<file path="src/rtl/time_of_day_12h_if.sv">
`default_nettype none
// ============================================================================
// Module  : time_of_day_12h_if
// Brief   : Control inputs and BCD display outputs of the 12-hour clock core.
//           master = user/display side, slave = timekeeping core.
// Revision: 1.0 - initial release
// ============================================================================
interface time_of_day_12h_if;
  logic       setMode;
  logic       incHour;
  logic       incMinute;
  logic [3:0] secondsOnes;
  logic [3:0] secondsTens;
  logic [3:0] minutesOnes;
  logic [3:0] minutesTens;
  logic [3:0] hoursOnes;
  logic [3:0] hoursTens;
  logic [3:0] amPmCode;
  logic       hourChime;

  modport master (
    output setMode, incHour, incMinute,
    input  secondsOnes, secondsTens, minutesOnes, minutesTens,
    input  hoursOnes, hoursTens, amPmCode, hourChime
  );

  modport slave (
    input  setMode, incHour, incMinute,
    output secondsOnes, secondsTens, minutesOnes, minutesTens,
    output hoursOnes, hoursTens, amPmCode, hourChime
  );
endinterface
`default_nettype wire

</file>
<file path="src/rtl/time_of_day_12h.sv">
`default_nettype none
// ============================================================================
// Module  : time_of_day_12h
// Brief   : 1 s prescaler plus 12-hour BCD time of day with AM/PM flag,
//           hour chime and push-button set mode.
// Revision: 1.0 - initial release
// ============================================================================
module time_of_day_12h #(
  parameter int TICKS_PER_SECOND = 50_000_000
) (
  input  logic               clk,
  input  logic               resetN,
  time_of_day_12h_if.slave   tod
);

  localparam int              PW   = $clog2(TICKS_PER_SECOND);
  localparam logic [PW-1:0]   LAST = PW'(TICKS_PER_SECOND - 1);
  localparam logic [PW-1:0]   ONE  = PW'(1);

  // Registered state
  logic [PW-1:0] presc_q, presc_d;
  logic [3:0]    sec_o_q, sec_t_q, min_o_q, min_t_q, hr_o_q, hr_t_q;
  logic [3:0]    sec_o_d, sec_t_d, min_o_d, min_t_d, hr_o_d, hr_t_d;
  logic          pm_q, pm_d;
  logic          chime_q, chime_d;
  logic          inc_hour_q, inc_min_q;

  // Decoded events
  logic sec_tick, hr_edge, min_edge, sec_wrap, hour_carry;
  logic min_step, hour_step;

  // Next-state: prescaler, ripple carries and button-driven advances
  always_comb begin
    sec_tick   = !tod.setMode && (presc_q == LAST);
    hr_edge    = tod.incHour && !inc_hour_q;
    min_edge   = tod.incMinute && !inc_min_q;
    sec_wrap   = sec_tick && (sec_t_q == 4'd5) && (sec_o_q == 4'd9);
    hour_carry = sec_wrap && (min_t_q == 4'd5) && (min_o_q == 4'd9);
    // Set mode never carries minutes into hours; only run mode ripples.
    min_step   = tod.setMode ? min_edge : sec_wrap;
    hour_step  = tod.setMode ? hr_edge  : hour_carry;

    presc_d = (tod.setMode || sec_tick) ? '0 : presc_q + ONE;
    sec_o_d = sec_o_q;
    sec_t_d = sec_t_q;
    min_o_d = min_o_q;
    min_t_d = min_t_q;
    hr_o_d  = hr_o_q;
    hr_t_d  = hr_t_q;
    pm_d    = pm_q;
    chime_d = hour_carry;

    if (tod.setMode) begin
      sec_o_d = 4'd0;
      sec_t_d = 4'd0;
    end else if (sec_tick) begin
      if (sec_o_q == 4'd9) begin
        sec_o_d = 4'd0;
        sec_t_d = (sec_t_q == 4'd5) ? 4'd0 : sec_t_q + 4'd1;
      end else begin
        sec_o_d = sec_o_q + 4'd1;
      end
    end

    if (min_step) begin
      if (min_o_q == 4'd9) begin
        min_o_d = 4'd0;
        min_t_d = (min_t_q == 4'd5) ? 4'd0 : min_t_q + 4'd1;
      end else begin
        min_o_d = min_o_q + 4'd1;
      end
    end

    // Hour sequence 12 -> 1 -> ... -> 11 -> 12; AM/PM flips entering 12.
    if (hour_step) begin
      if (hr_t_q == 4'd1 && hr_o_q == 4'd2) begin
        hr_t_d = 4'd0;
        hr_o_d = 4'd1;
      end else if (hr_t_q == 4'd1 && hr_o_q == 4'd1) begin
        hr_o_d = 4'd2;
        pm_d   = !pm_q;
      end else if (hr_o_q == 4'd9) begin
        hr_t_d = 4'd1;
        hr_o_d = 4'd0;
      end else begin
        hr_o_d = hr_o_q + 4'd1;
      end
    end
  end

  // State registers; async reset to 12:00:00 AM, buttons treated as held
  always_ff @(posedge clk or negedge resetN) begin
    if (!resetN) begin
      presc_q    <= '0;
      sec_o_q    <= 4'd0;
      sec_t_q    <= 4'd0;
      min_o_q    <= 4'd0;
      min_t_q    <= 4'd0;
      hr_o_q     <= 4'd2;
      hr_t_q     <= 4'd1;
      pm_q       <= 1'b0;
      chime_q    <= 1'b0;
      inc_hour_q <= 1'b1;
      inc_min_q  <= 1'b1;
    end else begin
      presc_q    <= presc_d;
      sec_o_q    <= sec_o_d;
      sec_t_q    <= sec_t_d;
      min_o_q    <= min_o_d;
      min_t_q    <= min_t_d;
      hr_o_q     <= hr_o_d;
      hr_t_q     <= hr_t_d;
      pm_q       <= pm_d;
      chime_q    <= chime_d;
      inc_hour_q <= tod.incHour;
      inc_min_q  <= tod.incMinute;
    end
  end

  assign tod.secondsOnes = sec_o_q;
  assign tod.secondsTens = sec_t_q;
  assign tod.minutesOnes = min_o_q;
  assign tod.minutesTens = min_t_q;
  assign tod.hoursOnes   = hr_o_q;
  assign tod.hoursTens   = hr_t_q;
  assign tod.amPmCode    = {3'b000, pm_q};
  assign tod.hourChime   = chime_q;

endmodule
`default_nettype wire
</file>
<file path="src/flat_wrapper.sv">
// flat-port wrapper written by rule: the top's interface ports become plain ports
module time_of_day_12h_flat 
#(
  parameter int TICKS_PER_SECOND = 50_000_000
)
  (clk, resetN, tod_setMode, tod_incHour, tod_incMinute, tod_secondsOnes, tod_secondsTens, tod_minutesOnes, tod_minutesTens, tod_hoursOnes, tod_hoursTens, tod_amPmCode, tod_hourChime);
  time_of_day_12h_if tod_i ();
  input  logic clk;
  input  logic resetN;
  input wire logic [$bits(tod_i.setMode)-1:0] tod_setMode;
  input wire logic [$bits(tod_i.incHour)-1:0] tod_incHour;
  input wire logic [$bits(tod_i.incMinute)-1:0] tod_incMinute;
  output wire logic [$bits(tod_i.secondsOnes)-1:0] tod_secondsOnes;
  output wire logic [$bits(tod_i.secondsTens)-1:0] tod_secondsTens;
  output wire logic [$bits(tod_i.minutesOnes)-1:0] tod_minutesOnes;
  output wire logic [$bits(tod_i.minutesTens)-1:0] tod_minutesTens;
  output wire logic [$bits(tod_i.hoursOnes)-1:0] tod_hoursOnes;
  output wire logic [$bits(tod_i.hoursTens)-1:0] tod_hoursTens;
  output wire logic [$bits(tod_i.amPmCode)-1:0] tod_amPmCode;
  output wire logic [$bits(tod_i.hourChime)-1:0] tod_hourChime;
  assign tod_i.setMode = tod_setMode;
  assign tod_i.incHour = tod_incHour;
  assign tod_i.incMinute = tod_incMinute;
  assign tod_secondsOnes = tod_i.secondsOnes;
  assign tod_secondsTens = tod_i.secondsTens;
  assign tod_minutesOnes = tod_i.minutesOnes;
  assign tod_minutesTens = tod_i.minutesTens;
  assign tod_hoursOnes = tod_i.hoursOnes;
  assign tod_hoursTens = tod_i.hoursTens;
  assign tod_amPmCode = tod_i.amPmCode;
  assign tod_hourChime = tod_i.hourChime;
  time_of_day_12h #(.TICKS_PER_SECOND(TICKS_PER_SECOND)) u_core (.clk(clk), .resetN(resetN), .tod(tod_i));
endmodule
</file>
<file path="config.mk">
export PLATFORM = sky130hd
export DESIGN_NAME = time_of_day_12h_flat
export DESIGN_NICKNAME = d
export VERILOG_FILES = /design/src/rtl/time_of_day_12h_if.sv /design/src/rtl/time_of_day_12h.sv /design/src/flat_wrapper.sv
export SDC_FILE = /design/constraint.sdc
export NUM_CORES = 1
export LEC_CHECK = 0
export BUFFER_PORTS_ARGS = -buffer_cell sky130_fd_sc_hd__buf_2
export CORE_MARGIN = 10
export CORE_UTILIZATION = 55
export CTS_CLUSTER_SIZE = 25
export DETAILED_ROUTE_END_ITERATION = 7
export HOLD_SLACK_MARGIN = 0.02
export PLACE_DENSITY_LB_ADDON = 0.25
export SLEW_MARGIN = 15
export SYNTH_ARGS = -nofsm -noshare
export SYNTH_HDL_FRONTEND = slang
export SYNTH_SLANG_ARGS = --single-unit
export TNS_END_PERCENT = 10
</file>
<file path="constraint.sdc">
create_clock -name clk -period 2.2 [get_ports clk]
set_clock_uncertainty 0.05 [all_clocks]
set_input_delay 0.44 -clock clk [delete_from_list [all_inputs] [get_ports clk]]
set_output_delay 0.44 -clock clk [all_outputs]
set_load 0.01 [all_outputs]
</file>
==> results.txt <==
TritonCTS built the clock tree. The measured slew at the worst slew-check pin is 0.534 ns. The combinational cell fraction of total power came out at 20.1%. The clock-pin slew of the registers on the worst-case setup and hold paths is 0.09 ns.

Ranked by total cell area, the synthesized netlist is headed by sky130_fd_sc_hd__dfrtp_1 42%, sky130_fd_sc_hd__xnor2_1 7.4%, sky130_fd_sc_hd__nor2_1 5.7%, sky130_fd_sc_hd__dfstp_2 3.7%, sky130_fd_sc_hd__ha_1 2.2%. The vertical die dimension came out at 91.7 um. The sequential share of power is 51.7%. The post-layout minimum cycle time came out at 2.10 ns. The switching portion of total power came out at 31.1%.

Once detail routing completed, the nets flagged for antenna violations numbered 0. The filler-free cell count of the finished design came out at 397. The first global-routing pass estimated 10.5 mm of wire.

The number of global-route vias before repair came to 2,268. The maximum clock path buffer count came out at 2. The die covers 8410 um2. The cell area that synthesis handed to floorplanning was 2830 um2.

The weighted congestion reported at the end of routability-driven placement came out at 0.870. For this design the top-level I/O count stands at 34. The top cell type by area accounts for 41.6% of the synthesized area. The register-to-register setup slack is 0.10 ns. Before antenna repair, the detailed router went through 4 iterations. The clock insertion delay at the later pin of the skew report came out at 0.31 ns. Summed over all cells, the static leakage comes to 0.00140 uW. The data required time at the worst endpoint came out at 2.38 ns. The total via count in the routed design came out at 2,184. The worst hold path belongs to the class input port to flop.

The internal power of the cells came out at 1620 uW. The area growth from synthesis to layout is 14.7%. Setup repair after global routing could not meet its margin everywhere. The fraction of layout cells with a size suffix above 1 is 22.0%. The residual DRC count is 0. At the end of the flow the core is filled with cells to 64.3%. STA classifies the critical path endpoint as a flop. The clock group share of total power is 28.2%. The vias per cell is 5.50. The region available for standard cell placement spans 5040 um2. The run finished with clean final reports.

The H-tree depth came out at 2. The hold violation count in the final report came out at 0. The synthesized area divided by synthesized cell count is 9.85 um2. For this design, the slowest cell found on the critical path is sky130_fd_sc_hd__or4_4. Once detailed placement completed, the half-perimeter wirelength came to 4.18 mm. The total instance count after detailed placement is 386.

The number of standard cells after synthesis came out at 287. Ranked by instance count, the synthesized netlist is headed by 47 x sky130_fd_sc_hd__dfrtp_1, 43 x sky130_fd_sc_hd__nor2_1, 24 x sky130_fd_sc_hd__xnor2_1. The number of storage elements in the synthesis netlist is 51.

Counting flops with a built-in enable in the synthesized netlist gives 0. In the final routed layout, each cell accounts on average for 14.7 um. The routed design has 5.84 mm of wire.

The max-capacitance violation count is 0. The total CTS buffers is 5. The initial antenna violation count is 0. The share of flip-flops with an asynchronous set or reset after synthesis came out at 100%. The cell row count is 26.

In the global route stage, overall resource usage came out at 14.6%. Of the available clock period, the critical path in the final layout requires 95.4%. The count of synthesis-stage warnings from yosys came out at 0. After synthesis, flip-flops and latches occupy 45.3% of the total area. The cell area after layout is 3240 um2. The signal on the critical path passes through ha_1 > and3_1 > nand2_1 > or4_4 > or3_1 > a21oi_1. The worst hold slack after final layout came out at 0.186 ns.

The count of buffers added on input and output ports is 27. The critical path contains buffers and inverters numbering 0 combined. For this design the ratio of total power to cell area is 724 nW/um2.

Once placement finished, the instance area stood at 3080 um2. The maximum number of pins on one net before global-route repair came out at 26. The number of antenna diodes in the final layout is 0. For this run, the top clock speed supported by timing is 0.476 GHz. The initial core utilization is 56.1%. The worst setup path is of the flop to flop kind. The number of sinks handled by clock tree synthesis came out at 51. The data arrival at the endpoint of the critical path is 2.28 ns. The cell family contributing the most delay on the critical path is simple AND/OR/NAND/NOR gates. The max-slew headroom at the worst pin came out at 64.3%. The total power draw is 2350 uW. The cell taking the most area after synthesis is sky130_fd_sc_hd__dfrtp_1.

The horizontal extent of the die came out at 91.7 um. The total net switching power came out at 730 uW. The cell sitting at the root of the clock tree is a sky130_fd_sc_hd__clkbuf_8. The number of different library cells used by synthesis comes to 59. The biggest fanout along the worst timing path came out at 4. The setup-violating endpoint count in the final report came out at 0.

The max-slew violation count came out at 0. The worst vdd rail ir drop came out at 0.000432 V. The flip-flop cell with the highest count after synthesis is sky130_fd_sc_hd__dfrtp_1.

The delay of the slowest critical-path stage is 0.52 ns. The launching element type of the critical path is a flop. Global routing finished with a remaining overflow of 0. The most repeated cell in the gate-level netlist after synthesis is sky130_fd_sc_hd__dfrtp_1. The total number of nets in the final design came out at 336.

For this block, the initial DRC count from the detailed router was 87.
-- layout make-up --
| class | count | area, um2 |
|---|---|---|
| Timing Repair Buffer | 43 | 270 |
| Clock buffer | 5 | 68.8 |
| Multi-Input combinational cell | 209 | 1430 |
| Fill cell | 421 | 1800 |
| Sequential cell | 51 | 1280 |
| Clock inverter | 3 | 43.8 |
| Inverter | 16 | 60.1 |
| Tap cell | 70 | 87.6 |
-- flip-flops by register name (all words and copies together) (netlist names) --
register and flops:
u_core.presc_q 26, u_core.tod.hoursOnes 4, u_core.tod.minutesOnes 4, u_core.tod.minutesTens 4, u_core.tod.secondsOnes 4, u_core.tod.secondsTens 4
u_core.inc_hour_q 1, u_core.inc_min_q 1, u_core.pm_q 1, u_core.tod.hourChime 1, u_core.tod.hoursTens 1
-- power groups by stage --
stage	Combinational, uW	Clock, uW	Sequential (uW)
finish	471	663	1210
global route	532	715	1240
CTS	481	676	1210
detailed placement	476	0	1230
global placement	464	0	1230
floorplan	304	0	1220
-- cells by family (layout without fill, tap and decap cells) --
group / after synthesis / count (layout) / synth area share, %
and+or+nand+nor: 126 / 126 / 26.2
DFF: 51 / 51 / 45.3
AOI/OAI and AO/OA: 37 / 37 / 9.25
buffers and inverters: 32 / 67 / 5.75
xor gates and xnor gates: 30 / 30 / 9.29
adders and majority gates: 5 / 5 / 2.21
muxes: 5 / 5 / 1.86
other: 1 / 6 / 0.133
-- through the flow --
| step | setup TNS (ns) | worst slack, ns |
|---|---|---|
| floorplan | 0 | 0.188 |
| global placement | 0 | 0.0811 |
| detailed placement | -0.0684 | -0.0386 |
| CTS | 0 | 0.0195 |
| global route | -0.0121 | -0.00688 |
| finish | 0 | 0.101 |
-- worst register-to-register path: cells and delay by family (launching register included) --
family | cells | cell delay, ns
AND/OR/NAND/NOR | 4 | 1.24
adder cells (fa/ha/maj) | 1 | 0.19
flip-flops | 1 | 0.40
AO/OA/AOI/OAI | 1 | 0.15
-- per-layer routing --
metal / up-vias / share of wire, % / wire (um) / GRT usage (%)
met1: 1075 / 45 / 2660 / 17.5
met2: 34 / 48 / 2820 / 24.3
met3: 10 / 4.7 / 272 / 3.99
li1: 1065 / - / - / -
met5: - / 0 / 0 / 0
met4: 0 / 1.6 / 93 / 5.53
-- final timing paths --
check / startpoint / endpoint / cells after the start
worst max-delay path: u_core.presc_q[0]$_DFF_PN0_ / u_core.tod.secondsOnes[3]$_DFFE_PN0N_ / 6
worst min register to register: u_core.pm_q$_DFFE_PN0P_ / u_core.pm_q$_DFFE_PN0P_ / 1
worst min-delay path: tod_incHour / u_core.inc_hour_q$_DFF_PN1_ / 1
min in group asynchronous: resetN / u_core.tod.secondsTens[0]$_DFFE_PN0P_ / 2
worst max register to register: u_core.presc_q[0]$_DFF_PN0_ / u_core.tod.secondsOnes[3]$_DFFE_PN0N_ / 6
max in group asynchronous: resetN / u_core.presc_q[7]$_DFF_PN0_ / 3
-- repair_timing --
action                                 in CTS  in global routing
pin swaps                                   1                  2
setup endpoints to repair                   2                  9
endpoints found under the hold margin      12                  0
cloned                                      0                  0
resized for setup                           2                  4
setup buffers                               2                  0
hold buffers                                1                  0
-- cells in the final DEF, fill, tap and decap left out, types with 4 or more instances in the layout --
cell,Yosys,final
sky130_fd_sc_hd__dfrtp_1,47,45
sky130_fd_sc_hd__nor2_1,43,43
sky130_fd_sc_hd__buf_2,4,27
sky130_fd_sc_hd__xnor2_1,24,24
sky130_fd_sc_hd__inv_1,16,16
sky130_fd_sc_hd__nand2_1,15,14
sky130_fd_sc_hd__buf_4,8,14
sky130_fd_sc_hd__nand3_1,12,12
sky130_fd_sc_hd__nand4_1,8,8
sky130_fd_sc_hd__a21oi_1,8,8
sky130_fd_sc_hd__nor3_1,7,7
sky130_fd_sc_hd__xor2_1,6,6
sky130_fd_sc_hd__conb_1,1,6
sky130_fd_sc_hd__o21ai_0,5,5
sky130_fd_sc_hd__ha_1,5,5
sky130_fd_sc_hd__clkbuf_8,0,5
sky130_fd_sc_hd__nand3b_1,4,4
sky130_fd_sc_hd__nor3b_1,4,4
sky130_fd_sc_hd__dfstp_2,4,4
Note: power is estimated with default switching activity, not from simulation.
